File: config.mk
export PLATFORM = sky130hd
export DESIGN_NAME = serial_loop_fifo_flat
export DESIGN_NICKNAME = d
export VERILOG_FILES = /design/src/rtl/serial_loop_fifo_if.sv /design/src/rtl/serial_loop_fifo.sv /design/src/flat_wrapper.sv
export SDC_FILE = /design/constraint.sdc
export NUM_CORES = 1
export LEC_CHECK = 0
export CORE_AREA = 2 2 121 123
export CTS_CLUSTER_DIAMETER = 120
export DETAILED_ROUTE_END_ITERATION = 7
export DIE_AREA = 0 0 123 125
export GPL_ROUTABILITY_DRIVEN = 1
export PLACE_DENSITY = 0.74
export REMOVE_ABC_BUFFERS = 1
export SLEW_MARGIN = 20
export SYNTH_ARGS = -nofsm -noshare
export SYNTH_HDL_FRONTEND = slang
export SYNTH_SLANG_ARGS = --single-unit
File: constraint.sdc
create_clock -name clk -period 3.75 [get_ports clk]
set_input_delay 0.75 -clock clk [delete_from_list [all_inputs] [get_ports clk]]
set_output_delay 0.75 -clock clk [all_outputs]
set_load 0.01 [all_outputs]
File: src/rtl/serial_loop_fifo_if.sv
// Byte-stream bundle between the UART receive/transmit side and the loopback FIFO,
// including mode control and the status outputs shown on LEDs.
interface serial_loop_fifo_if #(
    parameter int DEPTH_LOG2 = 4
);
    logic [7:0]          rx_data;
    logic                new_rx_data;
    logic [7:0]          tx_data;
    logic                new_tx_data;
    logic                tx_busy;
    logic [1:0]          mode;
    logic                clear_overflow;
    logic [DEPTH_LOG2:0] count;
    logic                full;
    logic                empty;
    logic                overflow;

    modport master (
        output rx_data, new_rx_data, tx_busy, mode, clear_overflow,
        input  tx_data, new_tx_data, count, full, empty, overflow
    );

    modport slave (
        input  rx_data, new_rx_data, tx_busy, mode, clear_overflow,
        output tx_data, new_tx_data, count, full, empty, overflow
    );
endinterface

File: src/rtl/serial_loop_fifo.sv
// Buffered serial loopback: received bytes are queued and echoed to the transmitter
// in raw, uppercase, line-buffered or flush mode, with sticky overflow reporting.
module serial_loop_fifo #(
    parameter int         DEPTH_LOG2 = 4,
    parameter logic [7:0] EOL_CHAR   = 8'h0D
) (
    input logic               clk,
    input logic               rst_n,
    serial_loop_fifo_if.slave bus
);
    localparam int DEPTH = 1 << DEPTH_LOG2;
    localparam logic [DEPTH_LOG2:0]   CNT_FULL = {1'b1, {DEPTH_LOG2{1'b0}}};
    localparam logic [DEPTH_LOG2:0]   CNT_ONE  = {{DEPTH_LOG2{1'b0}}, 1'b1};
    localparam logic [DEPTH_LOG2-1:0] PTR_ONE  = {{(DEPTH_LOG2-1){1'b0}}, 1'b1};

    typedef enum logic {IDLE, HOLD} state_t;

    logic [7:0]            mem [DEPTH];
    state_t                state_q, state_d;
    logic [DEPTH_LOG2-1:0] wr_ptr_q, wr_ptr_d, rd_ptr_q, rd_ptr_d;
    logic [DEPTH_LOG2:0]   count_q, count_d, eol_cnt_q, eol_cnt_d;
    logic                  full_q, full_d, empty_q, empty_d, overflow_q, overflow_d;
    logic [7:0]            tx_data_q, tx_data_d;
    logic                  new_tx_data_q, new_tx_data_d;
    logic [7:0]            head;
    logic                  wr_en, drop, pop, eligible, wr_eol, pop_eol;

    function automatic logic [7:0] xform(input logic [7:0] b, input logic [1:0] m);
        if (m == 2'd1 && b >= 8'h61 && b <= 8'h7A) return b - 8'h20;
        return b;
    endfunction

    always_comb begin
        head     = mem[rd_ptr_q];
        // Full/empty come from registered state, so a pop in the same cycle never frees a slot early.
        wr_en    = bus.new_rx_data && bus.mode != 2'd3 && !full_q;
        drop     = bus.new_rx_data && bus.mode != 2'd3 && full_q;
        eligible = !empty_q && (bus.mode != 2'd2 || eol_cnt_q != '0 || full_q);

        state_d       = state_q;
        pop           = 1'b0;
        tx_data_d     = tx_data_q;
        new_tx_data_d = 1'b0;
        case (state_q)
            IDLE: begin
                if (bus.mode == 2'd3) begin
                    pop = !empty_q;
                end else if (eligible && !bus.tx_busy) begin
                    pop           = 1'b1;
                    tx_data_d     = xform(head, bus.mode);
                    new_tx_data_d = 1'b1;
                    state_d       = HOLD;
                end
            end
            HOLD:    state_d = IDLE;
            default: state_d = IDLE;
        endcase

        wr_ptr_d = wr_en ? wr_ptr_q + PTR_ONE : wr_ptr_q;
        rd_ptr_d = pop ? rd_ptr_q + PTR_ONE : rd_ptr_q;

        case ({wr_en, pop})
            2'b10:   count_d = count_q + CNT_ONE;
            2'b01:   count_d = count_q - CNT_ONE;
            default: count_d = count_q;
        endcase
        full_d  = (count_d == CNT_FULL);
        empty_d = (count_d == '0);

        wr_eol  = wr_en && bus.rx_data == EOL_CHAR;
        pop_eol = pop && head == EOL_CHAR;
        eol_cnt_d = eol_cnt_q;
        if (wr_eol && !pop_eol)      eol_cnt_d = eol_cnt_q + CNT_ONE;
        else if (!wr_eol && pop_eol) eol_cnt_d = eol_cnt_q - CNT_ONE;

        if (drop)                    overflow_d = 1'b1;
        else if (bus.clear_overflow) overflow_d = 1'b0;
        else                         overflow_d = overflow_q;
    end

    always_ff @(posedge clk) begin
        if (!rst_n) begin
            state_q       <= IDLE;
            wr_ptr_q      <= '0;
            rd_ptr_q      <= '0;
            count_q       <= '0;
            eol_cnt_q     <= '0;
            full_q        <= 1'b0;
            empty_q       <= 1'b1;
            overflow_q    <= 1'b0;
            tx_data_q     <= 8'h00;
            new_tx_data_q <= 1'b0;
        end else begin
            state_q       <= state_d;
            wr_ptr_q      <= wr_ptr_d;
            rd_ptr_q      <= rd_ptr_d;
            count_q       <= count_d;
            eol_cnt_q     <= eol_cnt_d;
            full_q        <= full_d;
            empty_q       <= empty_d;
            overflow_q    <= overflow_d;
            tx_data_q     <= tx_data_d;
            new_tx_data_q <= new_tx_data_d;
        end
    end

    always_ff @(posedge clk) begin
        if (wr_en) mem[wr_ptr_q] <= bus.rx_data;
    end

    assign bus.tx_data     = tx_data_q;
    assign bus.new_tx_data = new_tx_data_q;
    assign bus.count       = count_q;
    assign bus.full        = full_q;
    assign bus.empty       = empty_q;
    assign bus.overflow    = overflow_q;
endmodule

File: src/flat_wrapper.sv
// flat-port wrapper written by rule: the top's interface ports become plain ports
module serial_loop_fifo_flat 
#(
    parameter int         DEPTH_LOG2 = 4,
    parameter logic [7:0] EOL_CHAR   = 8'h0D
)
  (clk, rst_n, bus_rx_data, bus_new_rx_data, bus_tx_busy, bus_mode, bus_clear_overflow, bus_tx_data, bus_new_tx_data, bus_count, bus_full, bus_empty, bus_overflow);
  serial_loop_fifo_if #(.DEPTH_LOG2(DEPTH_LOG2)) bus_i ();
  input logic clk;
  input logic rst_n;
  input wire logic [$bits(bus_i.rx_data)-1:0] bus_rx_data;
  input wire logic [$bits(bus_i.new_rx_data)-1:0] bus_new_rx_data;
  input wire logic [$bits(bus_i.tx_busy)-1:0] bus_tx_busy;
  input wire logic [$bits(bus_i.mode)-1:0] bus_mode;
  input wire logic [$bits(bus_i.clear_overflow)-1:0] bus_clear_overflow;
  output wire logic [$bits(bus_i.tx_data)-1:0] bus_tx_data;
  output wire logic [$bits(bus_i.new_tx_data)-1:0] bus_new_tx_data;
  output wire logic [$bits(bus_i.count)-1:0] bus_count;
  output wire logic [$bits(bus_i.full)-1:0] bus_full;
  output wire logic [$bits(bus_i.empty)-1:0] bus_empty;
  output wire logic [$bits(bus_i.overflow)-1:0] bus_overflow;
  assign bus_i.rx_data = bus_rx_data;
  assign bus_i.new_rx_data = bus_new_rx_data;
  assign bus_i.tx_busy = bus_tx_busy;
  assign bus_i.mode = bus_mode;
  assign bus_i.clear_overflow = bus_clear_overflow;
  assign bus_tx_data = bus_i.tx_data;
  assign bus_new_tx_data = bus_i.new_tx_data;
  assign bus_count = bus_i.count;
  assign bus_full = bus_i.full;
  assign bus_empty = bus_i.empty;
  assign bus_overflow = bus_i.overflow;
  serial_loop_fifo #(.DEPTH_LOG2(DEPTH_LOG2), .EOL_CHAR(EOL_CHAR)) u_core (.clk(clk), .rst_n(rst_n), .bus(bus_i));
endmodule
==> qor.txt <==
Max-Cap Viols = 0
Initial antenna violation count = 0
Largest net degree at the start of global routing = 33
Crit path capture type = flop
VDD IR max = 0.356 mV
Pre-CTS WS = -0.182 ns
Outcome = finished clean
Clock transition at path regs = 0.06 ns
Ratio of cells with drive above 1 in the final layout = 0.200
Fmax = 277 MHz
RSZ-0062 raised after global routing = no
Worst EP arrival = 3.95 ns
Die Width = 123 um
CTS tree = yes
Final min period = 3.60 ns
DRC Markers = 0
Worst R2R Setup Slack = 0.15 ns
Top post-synthesis cells by area = edfxtp_1, dfxtp_1, mux4_2
First-pass DRT Iterations = 4
Vias in the first global route = 3,795
Final hold vios = 0
Setup WS post-layout = 0.146 ns
Commonest non-fill, non-tap cell in the layout = edfxtp_1
Hold_buf cts = 0
Cell area power density = 598 nW/um^2
Placeable Area = 14,200 um^2
Vias = 3,672
CP startpoint kind = flop
Final hold slack = 0.492 ns
IO buf count = 31
Syn. warnings = 0
Yosys top cell by area = edfxtp_1
EDFF count, synth = 128
Util after Layout = 0.561
Dpl hpwl = 8630 um
Total track usage = 0.184
Crit path kind = reg -> reg
Seq/Total Area, Yosys = 0.683
Worst slew pin tran = 0.530 ns
Syn Std Cell Area = 6630 um^2
IO Pins = 32
DR iter-0 viols = 288
Post-DR wirelength/cell = 20.5 um
Clock sink total = 162
CTS root buffer = clkbuf_16
Mapped Cells = 404
Slew Limit Headroom = 0.644
Die area = 15,400 um^2
Max-slew violations = 0
Clock latency on the worst-skew pair = 0.41 ns
Avg Cell Area, Syn = 16.4 um^2
H-Tree Depth = 4
Routed wire length = 13,500 um
Final nets = 489
Routed Antenna Nets = 0
DR vias/cell = 5.61
Antenna Cells = 0
Die H = 125 um
Leakage = 2.70 nW
Gp weighted congestion = 0.802
Dpl cell area = 7280 um^2
First-pass GRT wire length = 20,800 um
Grt total ovfl = 0
Hold Path Class = reg -> reg
Clk buf depth = 2
CP Max Fanout = 11
Post-CTS Setup Inserts = 0
Endpoints failing setup = 0
Most used DFF post-synth = edfxtp_1
Final worst path period share = 0.961
Synth async-reset ratio = 0
Most frequent cells in the layout = edfxtp_1, dfxtp_1, clkdlybuf4s50_1
Synth unique cells = 46
Fill cells = 1,063
Area growth, synth to finish = 20.1%
Row count = 44
Initial Util = 0.467
Total CTS buffers = 17
Yosys top cell area share = 0.580
Design Area, Final = 7960 um^2
Register bit total from synthesis = 162
Skew final = 0.00710 ns
Critical Path RT = 4.09 ns
==> synth_stat cells, types with 2 or more instances <==
library cell and n:
ha_1 13, nand2_1 20, nand4b_1 2, clkbuf_1 10
buf_1 3, and3_1 3, edfxtp_1 128, a21oi_1 13
dfxtp_1 34, nor2_1 30, mux4_2 28, xor2_1 10
nor2b_1 4, a21o_1 3, nor3b_1 4, inv_1 7
o22ai_1 2, a221oi_2 2, nand4_1 4, buf_6 2
o21ai_1 3, mux2i_1 9, xnor2_1 6, and2_1 20
inv_2 3, a22oi_1 14, nor3_1 5, mux4_1 4
==> critical path, stage by stage (launching register included) <==
cell     delay (ns)
dfxtp_4        0.41
buf_12         0.17
mux4_2         0.52
a22oi_2        0.26
nand2_1        0.17
nor3b_1        0.21
and3_1         0.17
nand4_1        0.08
ha_1           0.23
inv_2          0.10
ha_1           0.27
a21o_1         0.20
a21oi_1        0.19
xnor2_1        0.10
or3_1          0.30
a21oi_1        0.15
==> per-stage QoR <==
step | cells | power, W | TNS (ns)
floorplan | 387 | 0.00260 | -1.04
global placement | 624 | 0.00291 | -0.126
detailed placement | 624 | 0.00293 | -0.188
CTS | 654 | 0.00475 | 0
global route | 655 | 0.00493 | 0
finish | 655 | 0.00476 | 0
==> kinds of logic (layout without fill, tap and decap cells) <==
family          after synthesis  after routing  synth area share
buf+inv                      27             94            0.0202
flops                       162            162             0.683
mux                          41             41             0.125
fa+ha+maj                    14             14            0.0276
simple gates                100            100            0.0770
xor+xnor                     16             16            0.0211
compound gates               44             44            0.0468
==> registers in the layout, indices dropped and copies added, names as in the netlist, named ones only <==
| name | cells |
|---|---|
| u_core.mem | 128 |
| u_core.bus.new_tx_data | 1 |
| u_core.eol_cnt_q | 5 |
| u_core.bus.tx_data | 8 |
| u_core.bus.overflow | 1 |
| u_core.rd_ptr_q | 4 |
| u_core.bus.empty | 1 |
| u_core.bus.count | 5 |
| u_core.bus.full | 1 |
| u_core.wr_ptr_q | 4 |
==> final timing paths <==
check | startpoint | to | cells past startpoint
setup / recovery | flop | u_core.eol_cnt_q[4]$_SDFFE_PN0P_ | 15
hold / removal | u_core.bus.overflow$_SDFFE_PN0P_ | u_core.bus.overflow$_SDFFE_PN0P_ | 2
setup reg to reg | flop | u_core.eol_cnt_q[4]$_SDFFE_PN0P_ | 15
hold reg to reg | u_core.bus.overflow$_SDFFE_PN0P_ | u_core.bus.overflow$_SDFFE_PN0P_ | 2
==> per-layer routing <==
layer	routed length, um	part of all wire	GRT usage
met1	5620	0.42	0.239
met2	6870	0.51	0.299
met3	681	0.051	0.0461
met4	283	0.021	0.0722
met5	0	0	0
==> final cells by class <==
| class | count | area, um^2 | area share |
|---|---|---|---|
| Tap cell | 184 | 230 | 0.0289 |
| Clock buffer | 20 | 437 | 0.0548 |
| Sequential cell | 162 | 4530 | 0.569 |
| Multi-Input combinational cell | 215 | 2010 | 0.252 |
| Clock inverter | 10 | 184 | 0.0231 |
| Timing Repair Buffer | 54 | 538 | 0.0676 |
| Inverter | 10 | 37.5 | 0.00471 |
==> power by group <==
group	internal [W]	switching [W]	total (W)
registers	0.00201	0.0000698	0.00208
logic	0.000440	0.000418	0.000858
clock network	0.00117	0.000651	0.00182
total	0.00363	0.00114	0.00476
==> repair_timing <==
item,in CTS,in global routing
pin swaps,0,2
endpoints found under the hold margin,0,0
gates cloned,0,1
resized for setup,1,10
endpoints found under the setup margin,1,1
(Power assumes the default switching activity.)
